**config.mk**
```make
export PLATFORM = sky130hd
export DESIGN_NAME = coin_return_dispenser_flat
export DESIGN_NICKNAME = d
export VERILOG_FILES = /design/src/rtl/coin_return_dispenser_if.sv /design/src/rtl/coin_return_dispenser.sv /design/src/flat_wrapper.sv
export SDC_FILE = /design/constraint.sdc
export NUM_CORES = 1
export LEC_CHECK = 0
export ABC_AREA = 1
export BUFFER_PORTS_ARGS = -buffer_cell sky130_fd_sc_hd__buf_2
export CORE_MARGIN = 2
export CORE_UTILIZATION = 40
export DETAILED_ROUTE_END_ITERATION = 10
export GPL_TIMING_DRIVEN = 0
export HOLD_SLACK_MARGIN = 0.15
export SLEW_MARGIN = 15
export SYNTH_ARGS = -nofsm -noshare
export SYNTH_HDL_FRONTEND = slang
export SYNTH_SLANG_ARGS = --single-unit
```
**constraint.sdc**
```tcl
create_clock -name clk -period 1.7 [get_ports clk]
set_input_delay 0.34 -clock clk [delete_from_list [all_inputs] [get_ports clk]]
set_output_delay 0.34 -clock clk [all_outputs]
set_load 0.005 [all_outputs]
```
**src/rtl/coin_return_dispenser_if.sv**
```systemverilog
// rtl/coin_return_dispenser_if.sv - request/sensor/actuator bundle between vending FSM, hopper and dispenser
interface coin_return_dispenser_if #(
  parameter int CNT_W = 3
);
  logic             rn;
  logic             rd;
  logic             n_drop;
  logic             d_drop;
  logic             clr_jam;
  logic             n_sol;
  logic             d_sol;
  logic [CNT_W-1:0] pend_n;
  logic [CNT_W-1:0] pend_d;
  logic             busy;
  logic             jam;
  logic             ovf;

  modport master (
    output rn, rd, n_drop, d_drop, clr_jam,
    input  n_sol, d_sol, pend_n, pend_d, busy, jam, ovf
  );

  modport slave (
    input  rn, rd, n_drop, d_drop, clr_jam,
    output n_sol, d_sol, pend_n, pend_d, busy, jam, ovf
  );
endinterface

```
**src/rtl/coin_return_dispenser.sv**
```systemverilog
// rtl/coin_return_dispenser.sv - queues nickel/dime return requests, pulses one hopper solenoid at a time
// and confirms each coin with the chute sensor, flagging a sticky jam when no coin drops.
module coin_return_dispenser #(
  parameter int PULSE_W = 4,
  parameter int GAP_W   = 2,
  parameter int TIMEOUT = 16,
  parameter int CNT_W   = 3
) (
  input  logic                   clk,
  input  logic                   rst_,
  coin_return_dispenser_if.slave bus
);

  localparam int TMAX = (TIMEOUT > GAP_W) ? TIMEOUT : GAP_W;
  localparam int TW   = $clog2(TMAX + 1);

  localparam logic [TW-1:0]    PULSE_LAST   = TW'(PULSE_W - 1);
  localparam logic [TW-1:0]    TIMEOUT_LAST = TW'(TIMEOUT - 1);
  localparam logic [TW-1:0]    GAP_LAST     = TW'(GAP_W - 1);
  localparam logic [CNT_W-1:0] CNT_MAX      = '1;

  typedef enum logic [2:0] {
    S_IDLE,
    S_FIRE_N,
    S_FIRE_D,
    S_WAIT_N,
    S_WAIT_D,
    S_GAP,
    S_JAM
  } state_t;

  state_t           state_q, state_d;
  logic [TW-1:0]    timer_q, timer_d;
  logic             dropped_q, dropped_d;
  logic [CNT_W-1:0] pend_n_q, pend_n_d;
  logic [CNT_W-1:0] pend_d_q, pend_d_d;
  logic             ovf_q, ovf_d;
  logic             n_sol_q, n_sol_d;
  logic             d_sol_q, d_sol_d;
  logic             busy_q, busy_d;
  logic             jam_q, jam_d;

  logic             is_n;
  logic             coin_drop;
  logic             dec_n;
  logic             dec_d;

  // One timer serves both the FIRE/WAIT jam timeout and the GAP off-time.
  always_comb begin
    state_d   = state_q;
    timer_d   = timer_q;
    dropped_d = dropped_q;
    dec_n     = 1'b0;
    dec_d     = 1'b0;
    is_n      = (state_q == S_FIRE_N) || (state_q == S_WAIT_N);
    coin_drop = is_n ? bus.n_drop : bus.d_drop;

    case (state_q)
      S_IDLE: begin
        if (pend_d_q != '0) begin
          state_d   = S_FIRE_D;
          timer_d   = '0;
          dropped_d = 1'b0;
        end else if (pend_n_q != '0) begin
          state_d   = S_FIRE_N;
          timer_d   = '0;
          dropped_d = 1'b0;
        end
      end

      S_FIRE_N, S_FIRE_D: begin
        timer_d = timer_q + TW'(1);
        if (coin_drop && !dropped_q) begin
          dropped_d = 1'b1;
          dec_n     = is_n;
          dec_d     = !is_n;
        end
        // The pulse always runs its full width, even after an early drop.
        if (timer_q == PULSE_LAST) begin
          if (dropped_d) begin
            state_d = S_GAP;
            timer_d = '0;
          end else begin
            state_d = is_n ? S_WAIT_N : S_WAIT_D;
          end
        end
      end

      S_WAIT_N, S_WAIT_D: begin
        timer_d = timer_q + TW'(1);
        if (coin_drop) begin
          dec_n   = is_n;
          dec_d   = !is_n;
          state_d = S_GAP;
          timer_d = '0;
        end else if (timer_q == TIMEOUT_LAST) begin
          state_d = S_JAM;
        end
      end

      S_GAP: begin
        timer_d = timer_q + TW'(1);
        if (timer_q == GAP_LAST) begin
          state_d = S_IDLE;
        end
      end

      S_JAM: begin
        if (bus.clr_jam) begin
          state_d = S_IDLE;
        end
      end

      default: begin
        state_d = S_IDLE;
      end
    endcase
  end

  // A simultaneous request and confirmed coin cancel; saturation drops the request.
  always_comb begin
    pend_n_d = pend_n_q;
    pend_d_d = pend_d_q;
    ovf_d    = ovf_q;

    if (bus.rn && !dec_n) begin
      if (pend_n_q == CNT_MAX) begin
        ovf_d = 1'b1;
      end else begin
        pend_n_d = pend_n_q + CNT_W'(1);
      end
    end else if (!bus.rn && dec_n) begin
      pend_n_d = pend_n_q - CNT_W'(1);
    end

    if (bus.rd && !dec_d) begin
      if (pend_d_q == CNT_MAX) begin
        ovf_d = 1'b1;
      end else begin
        pend_d_d = pend_d_q + CNT_W'(1);
      end
    end else if (!bus.rd && dec_d) begin
      pend_d_d = pend_d_q - CNT_W'(1);
    end
  end

  always_comb begin
    n_sol_d = (state_d == S_FIRE_N);
    d_sol_d = (state_d == S_FIRE_D);
    jam_d   = (state_d == S_JAM);
    busy_d  = (state_d != S_IDLE) || (pend_n_d != '0) || (pend_d_d != '0);
  end

  always_ff @(posedge clk) begin
    if (!rst_) begin
      state_q   <= S_IDLE;
      timer_q   <= '0;
      dropped_q <= 1'b0;
      pend_n_q  <= '0;
      pend_d_q  <= '0;
      ovf_q     <= 1'b0;
      n_sol_q   <= 1'b0;
      d_sol_q   <= 1'b0;
      busy_q    <= 1'b0;
      jam_q     <= 1'b0;
    end else begin
      state_q   <= state_d;
      timer_q   <= timer_d;
      dropped_q <= dropped_d;
      pend_n_q  <= pend_n_d;
      pend_d_q  <= pend_d_d;
      ovf_q     <= ovf_d;
      n_sol_q   <= n_sol_d;
      d_sol_q   <= d_sol_d;
      busy_q    <= busy_d;
      jam_q     <= jam_d;
    end
  end

  assign bus.n_sol  = n_sol_q;
  assign bus.d_sol  = d_sol_q;
  assign bus.pend_n = pend_n_q;
  assign bus.pend_d = pend_d_q;
  assign bus.busy   = busy_q;
  assign bus.jam    = jam_q;
  assign bus.ovf    = ovf_q;

endmodule

```
**src/flat_wrapper.sv**
```systemverilog
// flat-port wrapper written by rule: the top's interface ports become plain ports
module coin_return_dispenser_flat 
#(
  parameter int PULSE_W = 4,
  parameter int GAP_W   = 2,
  parameter int TIMEOUT = 16,
  parameter int CNT_W   = 3
)
  (clk, rst_, bus_rn, bus_rd, bus_n_drop, bus_d_drop, bus_clr_jam, bus_n_sol, bus_d_sol, bus_pend_n, bus_pend_d, bus_busy, bus_jam, bus_ovf);
  coin_return_dispenser_if #(.CNT_W(CNT_W)) bus_i ();
  input  logic clk;
  input  logic rst_;
  input wire logic [$bits(bus_i.rn)-1:0] bus_rn;
  input wire logic [$bits(bus_i.rd)-1:0] bus_rd;
  input wire logic [$bits(bus_i.n_drop)-1:0] bus_n_drop;
  input wire logic [$bits(bus_i.d_drop)-1:0] bus_d_drop;
  input wire logic [$bits(bus_i.clr_jam)-1:0] bus_clr_jam;
  output wire logic [$bits(bus_i.n_sol)-1:0] bus_n_sol;
  output wire logic [$bits(bus_i.d_sol)-1:0] bus_d_sol;
  output wire logic [$bits(bus_i.pend_n)-1:0] bus_pend_n;
  output wire logic [$bits(bus_i.pend_d)-1:0] bus_pend_d;
  output wire logic [$bits(bus_i.busy)-1:0] bus_busy;
  output wire logic [$bits(bus_i.jam)-1:0] bus_jam;
  output wire logic [$bits(bus_i.ovf)-1:0] bus_ovf;
  assign bus_i.rn = bus_rn;
  assign bus_i.rd = bus_rd;
  assign bus_i.n_drop = bus_n_drop;
  assign bus_i.d_drop = bus_d_drop;
  assign bus_i.clr_jam = bus_clr_jam;
  assign bus_n_sol = bus_i.n_sol;
  assign bus_d_sol = bus_i.d_sol;
  assign bus_pend_n = bus_i.pend_n;
  assign bus_pend_d = bus_i.pend_d;
  assign bus_busy = bus_i.busy;
  assign bus_jam = bus_i.jam;
  assign bus_ovf = bus_i.ovf;
  coin_return_dispenser #(.PULSE_W(PULSE_W), .GAP_W(GAP_W), .TIMEOUT(TIMEOUT), .CNT_W(CNT_W)) u_core (.clk(clk), .rst_(rst_), .bus(bus_i));
endmodule
```
==> results of run 1 <==
==> area by class of cell <==
cell class | count | area share, %
multi-input cells | 172 | 56.2
inverters | 32 | 7.10
repair buffers | 21 | 6.88
flip-flops and latches | 20 | 23.6
well taps | 46 | 3.33
plain buffers | 3 | 1.59
clock buffers | 3 | 1.30
==> Yosys cell counts <==
library cell,instances,area (um^2)
nor2_1,32,120
nor2_2,1,6.26
nand3_4,1,17.5
buf_6,1,11.3
nand3b_1,1,7.51
inv_1,26,97.6
nand3_2,6,60.1
nor3_2,1,10.0
nand3_1,16,80.1
nor3_1,4,20.0
nor4_2,1,12.5
dfxtp_1,20,400
nand2_2,5,31.3
nor2_4,2,22.5
o21ai_0,7,35.0
nand2_1,66,248
clkinv_1,1,3.75
xor2_1,1,8.76
dlygate4sd1_1,1,8.76
inv_2,5,18.8
ha_1,9,113
o211ai_1,1,7.51
a21oi_1,10,50.1
nand4_1,5,31.3
buf_4,1,7.51
nand2_4,3,33.8
==> cell usage in the layout, fill, tap and decap left out, types with 3 or more instances in the layout <==
| cell | count |
|---|---|
| nand3_1 | 16 |
| nor2_1 | 27 |
| a21oi_1 | 9 |
| nand4_1 | 5 |
| nor2_2 | 5 |
| buf_4 | 4 |
| nand2_2 | 8 |
| inv_2 | 7 |
| ha_1 | 7 |
| buf_2 | 17 |
| o21ai_0 | 6 |
| nor3_1 | 3 |
| dfxtp_2 | 3 |
| inv_1 | 23 |
| nand3_2 | 5 |
| nor2_4 | 3 |
| clkbuf_4 | 3 |
| nand2_4 | 3 |
| dfxtp_1 | 16 |
| nand2_1 | 63 |
==> worst max-delay path by stage <==
| stage | startpoint | to | cells past startpoint |
|---|---|---|---|
| floorplan | u_core.timer_q[0] | u_core.bus.busy | 14 |
| global placement | u_core.timer_q[0] | u_core.bus.busy | 14 |
| detailed placement | u_core.timer_q[0] | u_core.bus.busy | 14 |
| CTS | u_core.timer_q[0] | u_core.bus.busy | 14 |
| global route | u_core.timer_q[0] | u_core.bus.busy | 14 |
| finish | u_core.timer_q[0] | u_core.bus.busy | 14 |
==> power groups by stage <==
stage	Sequential (uW)	Combinational [uW]	Clock (uW)
2_1_floorplan	652	1010	0
3_3_place_gp	653	1290	0
3_5_place_dp	654	1290	0
4_1_cts	645	1340	237
5_1_grt	660	1620	250
6_report	647	1430	227
==> per-stage QoR <==
step                      cells  utilization (%)  total power (uW)
after floorplan             227                -              1660
after global placement      290             47.1              1940
after detailed placement    290             47.1              1950
after CTS                   296             48.9              2220
after global routing        297             50.6              2530
final                       297             50.6              2310
==> worst max-delay path: stages (launching register included) <==
cell and delay [ns]:
dfxtp_2 0.35, ha_4 0.16, nand2_2 0.06, nor2_2 0.04, ha_2 0.20, nor2_2 0.08
nand3_1 0.08, nand2_1 0.09, nand2_2 0.09, nor2_4 0.10, nand3_2 0.08, nor2_2 0.11
nand3_1 0.08, nor2_1 0.11, nor2_1 0.04
==> repair_timing <==
action | in CTS | in global routing
setup endpoints to repair | 5 | 9
gates cloned | 0 | 0
gates resized for setup | 6 | 19
buffers inserted | 3 | 1
pin swaps | 4 | 10
hold buffers | 0 | 0
==> cell families (layout without fill, tap and decap cells) <==
group | Yosys count | after routing
xor gates and xnor gates | 1 | 1
and+or+nand+nor | 144 | 144
buffers and inverters | 35 | 59
DFF | 20 | 20
adders and majority gates | 9 | 9
AOI/OAI and AO/OA | 18 | 18
==> routing by layer <==
metal	global-route usage [%]	routed length, um	up-vias
met1	22.0	1700	638
met4	3.99	24	0
li1	-	-	766
met3	2.08	79	2
met2	26.8	1490	24
met5	0	0	-
==> sequential cells by signal, indices dropped and copies added (netlist names) <==
register           flops
u_core.timer_q         5
u_core.bus.pend_d      3
u_core.bus.pend_n      3
u_core.state_q         3
u_core.bus.busy        1
u_core.bus.d_sol       1
u_core.bus.jam         1
u_core.bus.n_sol       1
u_core.bus.ovf         1
u_core.dropped_q       1
==> results.txt, run 1 <==
Clk root buf -> clkbuf_4
HP Class -> input port to flip-flop
Deepest clock path buffer count -> 2
Pre-CTS setup slack -> -0.189 ns
Worst Setup Start Kind -> flip-flop
Pin count of the biggest net entering global routing -> 11
Combinational share of power -> 62.1%
Reg2reg start -> u_core.timer_q[0]
Sequential Power Share -> 28.0%
Ys Warns -> 0
Unrepaired setup endpoints after global routing -> yes
Fin nets -> 269
Reg2reg end -> u_core.bus.busy
Worst Max-Slew Pin Slew -> 0.351 ns
Worst Hold Path EP -> u_core.timer_q[3]
Worst hold stages -> 3
Max-cap viol count -> 0
Crit path kind -> flip-flop to flip-flop
Share of post-route cells with drive strength above 1 -> 27.9%
Global-route wire length before repair -> 5330 um
Fillers -> 374
Max VDD drop -> 0.000781 V
Worst path arrival time -> 1.97 ns
Grt total ovfl -> 0
Clock skew -> 0.00504 ns
Synthesized area per cell -> 6.44 um^2
FP Rows -> 21
Drt wl/cell -> 11.1 um
Placer Congestion -> 0.889
Post-layout worst setup margin -> -0.0722 ns
Synth Area in Compound Gates -> 6.33%
Simple-gate area share of the yosys netlist -> 47.9%
I/O Pins -> 18
Synth Instances -> 227
H-tree depth -> 1
Initial DRC Count -> 43
GRT Resource Usage Total -> 16.1%
Die Area -> 4160 um^2
Post-Synth XOR/XNOR Area -> 0.599%
Die X -> 64.5 um
Final Hold Fails -> 0
Placed Area -> 1610 um^2
DRT antenna net count -> 0
Sequential Area -> 408 um^2
Sw frac -> 48.4%
Min-delay src -> rst_
Max Fclk -> 564 MHz
Synth cell types -> 26
Initial antenna violation count -> 0
Worst reg2reg path depth -> 14
Vias/cell -> 4.81
DRC violations left -> 0
Seq/Total Area, Yosys -> 27.4%
Worst skew pair latency -> 0.30 ns
Vias in the first global route -> 1254
Die H -> 64.5 um
Worst Hold Slack -> 0.292 ns
Psw -> 1120 uW
Core Region -> 3420 um^2
Tmin final -> 1.77 ns
Failing checks -> negative setup slack
ANT cells -> 0
Worst-path clk slew -> 0.11 ns
CP Capture Type -> flip-flop
Crit path max fanout -> 3
Initial Util -> 42.8%
Clock Sinks -> 20
Routed vias -> 1430
Port bufs -> 17
Area grow syn2layout -> 18.1%
CTS tree -> done
Final period utilization -> 104%
Internal Power -> 1190 uW
Pwr dens -> 1330 nW/um^2
Seq cells post-synth -> 20
Mapped cell area -> 1460 um^2
WL final -> 3290 um
Largest family of logic cells by synthesized area -> simple AND/OR/NAND/NOR gates
Cts bufs inserted -> 3
R2R Setup Slk -> -0.07 ns
Final instance area -> 1730 um^2
Area taken by multi-input logic gates -> 971 um^2
Final setup viols -> 2
Post-DP HPWL -> 2490 um
Required @ worst endpoint -> 1.89 ns
Post-synthesis mux area share -> 0%
Synthesized Nets -> 243
Post-Synth Adder-Cell Area -> 7.70%
First-pass DRT Iterations -> 4
Max-slew violation count -> 0
Outcome -> finished, violations left
Final setup TNS -> -0.0744 ns
Slew HR -> 76.6%
LEAKAGE -> 0.000863 uW
Clock share of power -> 9.8%
Power figures use the tool's default switching activity.
==> inputs of run 2 (changes only) <==
--- a/config.mk
+++ b/config.mk
@@ -5,7 +5,6 @@
 export SDC_FILE = /design/constraint.sdc
 export NUM_CORES = 1
 export LEC_CHECK = 0
-export ABC_AREA = 1
 export BUFFER_PORTS_ARGS = -buffer_cell sky130_fd_sc_hd__buf_2
 export CORE_MARGIN = 2
 export CORE_UTILIZATION = 40
==> run 2 against run 1 <==
Design area rose by 3.3%. Routed wire length rose by 7.1%. Maximum frequency decreased by 17%. The flow still finishes with violations (negative setup slack). Sequential share of layout area decreased by 0.55 points. Clock-buffer cell count stayed put. Synthesized area is 5.6% lower. Highest routed layer unchanged.
==> results.txt, run 2 <==
Outcome -> finished, violations left
Failing checks -> negative setup slack
Deepest clock path buffer count -> 2
GRT Resource Usage Total -> 17.9%
HP Class -> input port to flip-flop
Share of post-route cells with drive strength above 1 -> 29.7%
Worst reg2reg path depth -> 8
Worst hold stages -> 2
Synthesized Nets -> 198
Ys Warns -> 0
WL final -> 3530 um
Combinational share of power -> 56.9%
Worst path max stage delay -> 0.49 ns
Ys async rst share -> 0%
R2R Setup Slk -> -0.44 ns
Worst Max-Slew Pin Slew -> 0.545 ns
Final period utilization -> 126%
Area leader, netlist -> dfxtp_1
Commonest non-fill, non-tap cell in the layout -> nor2_1
Pin count of the biggest net entering global routing -> 13
Vias in the first global route -> 1354
Core Region -> 3340 um^2
Vias/cell -> 5.46
Clock Sinks -> 20
Fin nets -> 226
Seq/Total Area, Yosys -> 29.0%
Slowest stage cell, crit path -> or4b_4
Worst path arrival time -> 2.33 ns
Placed Area -> 1540 um^2
Die H -> 62.7 um
Synth cell types -> 45
Main synth FF type -> dfxtp_1
List of most frequent post-synthesis cells -> 22 x nor2_1, 20 x dfxtp_1, 16 x nand2_1
DRC violations left -> 0
Required @ worst endpoint -> 1.89 ns
Crit path max fanout -> 7
Clk root buf -> clkbuf_4
Pre-CTS setup slack -> -0.439 ns
Internal Power -> 1480 uW
Clock skew -> 0.00645 ns
Crit path kind -> flip-flop to flip-flop
Global-route wire length before repair -> 5730 um
Post-synth EDFFs -> 0
Most flop-heavy register -> u_core.timer_q
Unrepaired setup endpoints after global routing -> yes
CTS tree -> done
Initial DRC Count -> 77
Ranking of synthesized cells by area -> dfxtp_1 29%, ha_1 8.2%, nor2_1 6.0%, nand2_1 4.4%, nor2b_1 4.1%
Fin util -> 53.5%
Buffers & Inverters on Critical Path -> 1
LEAKAGE -> 0.000734 uW
Max VDD drop -> 0.000606 V
Worst Hold Path EP -> u_core.bus.pend_d[2]
Mapped cell area -> 1380 um^2
Placer Congestion -> 0.822
Worst-path clk slew -> 0.12 ns
Clock share of power -> 15.3%
DRT antenna net count -> 0
Crit path cell chain -> ha_4 > or4b_4 > o32a_1 > a22oi_4 > buf_6 > nor2_2 > a21oi_1 > nor2_1
Psw -> 1100 uW
Seq cells post-synth -> 20
Tmin final -> 2.14 ns
Worst skew pair latency -> 0.30 ns
Final Hold Fails -> 0
Cts bufs inserted -> 3
CP delay by family, top -> compound AO/OA/AOI/OAI gates
Drt wl/cell -> 13.8 um
ANT cells -> 0
Die X -> 62.7 um
Post-DP HPWL -> 2540 um
Synth Instances -> 182
Sequential Power Share -> 27.9%
Routed vias -> 1392
Sw frac -> 42.6%
Initial Util -> 41.4%
Inst Count DP -> 244
Max Fclk -> 468 MHz
Area taken by multi-input logic gates -> 1030 um^2
H-tree depth -> 1
Post-layout worst setup margin -> -0.437 ns
Slew HR -> 63.3%
Sequential Area -> 412 um^2
Finished Layout Cells -> 255
Max FFs per register -> 5
Initial antenna violation count -> 0
I/O Pins -> 18
Area grow syn2layout -> 29.4%
Final instance area -> 1790 um^2
Max-slew violation count -> 0
Port bufs -> 16
Top-count cell post-synth -> nor2_1
Die Area -> 3940 um^2
Worst Setup Start Kind -> flip-flop
Max-cap viol count -> 0
CP Capture Type -> flip-flop
Most frequent cells in the layout -> 20 x nor2_1, 16 x nand2_1, 16 x buf_2
Synthesized area per cell -> 7.58 um^2
Grt total ovfl -> 0
Min-delay src -> rst_
Pwr dens -> 1450 nW/um^2
Worst Hold Slack -> 0.303 ns
Area share of the largest cell type after synthesis -> 29.0%
FP Rows -> 21
Final setup viols -> 12
First-pass DRT Iterations -> 4
Reg2reg end -> u_core.timer_q[1]
Fillers -> 327
# hold bufs at CTS -> 0
Reg2reg start -> u_core.timer_q[1]
-- run 2: cell types whose count changed after synthesis, moves of 6 or more --
cell | previous run | this run
nand2_1 | 66 | 16
nor2b_1 | 0 | 9
nand3_2 | 6 | 0
inv_1 | 26 | 12
clkbuf_1 | 0 | 6
nand3_1 | 16 | 4
nor2_1 | 32 | 22
-- run 2: logic make-up after synthesis --
group / after synthesis / synth area share, %
AOI/OAI and AO/OA: 40 / 19.6
DFF: 20 / 29.0
xor gates and xnor gates: 2 / 1.27
muxes: 5 / 3.72
buffers and inverters: 21 / 5.89
adders and majority gates: 9 / 8.16
and+or+nand+nor: 85 / 32.4
-- run 2: worst max-delay path by stage --
stage                            from           endpoint  slack (ns)  depth (start not counted)
CTS                 u_core.timer_q[0]  u_core.timer_q[3]       -0.40                          8
finish              u_core.timer_q[1]  u_core.timer_q[1]       -0.44                          8
floorplan           u_core.timer_q[1]  u_core.timer_q[3]       -0.27                          8
detailed placement         bus_n_drop    u_core.bus.busy       -0.44                          7
global route        u_core.timer_q[1]  u_core.timer_q[3]       -0.55                          7
global placement    u_core.timer_q[1]  u_core.timer_q[3]       -0.38                          8
-- run 2: power by group through the flow --
| stage | Clock [uW] | Sequential, uW | Combinational [uW] |
|---|---|---|---|
| after floorplan | 0 | 704 | 907 |
| after global placement | 0 | 719 | 1160 |
| after detailed placement | 0 | 725 | 1220 |
| after CTS | 412 | 712 | 1280 |
| after global routing | 426 | 740 | 1630 |
| final | 395 | 721 | 1470 |
-- run 2: what timing repair did --
action / 4_1_cts / 5_1_grt
resized for setup: 8 / 28
pin swaps: 9 / 8
buffers inserted: 5 / 4
setup endpoints to repair: 18 / 16
-- run 2: final cells by class --
cell class | count | area share, %
Sequential cell | 20 | 23.1
Multi-Input combinational cell | 141 | 57.6
Timing Repair Buffer | 25 | 8.90
Buffer | 7 | 1.75
Tap cell | 46 | 3.22
Clock inverter | 1 | 1.68
Clock buffer | 3 | 1.26
Inverter | 12 | 2.52
-- run 2: layer usage --
layer | GRT usage, % | part of all wire [%] | vias up
met1 | 19.9 | 41 | 656
li1 | - | - | 699
met3 | 3.06 | 2.2 | 12
met5 | 0 | 0 | -
met4 | 6.39 | 2.8 | 0
met2 | 33.9 | 53 | 25
-- run 2: through the flow --
stage	power [uW]	TNS, ns
after CTS	2410	-3.70
after global placement	1880	-3.33
after floorplan	1610	-1.48
after detailed placement	1940	-3.62
final	2590	-3.94
after global routing	2800	-5.15
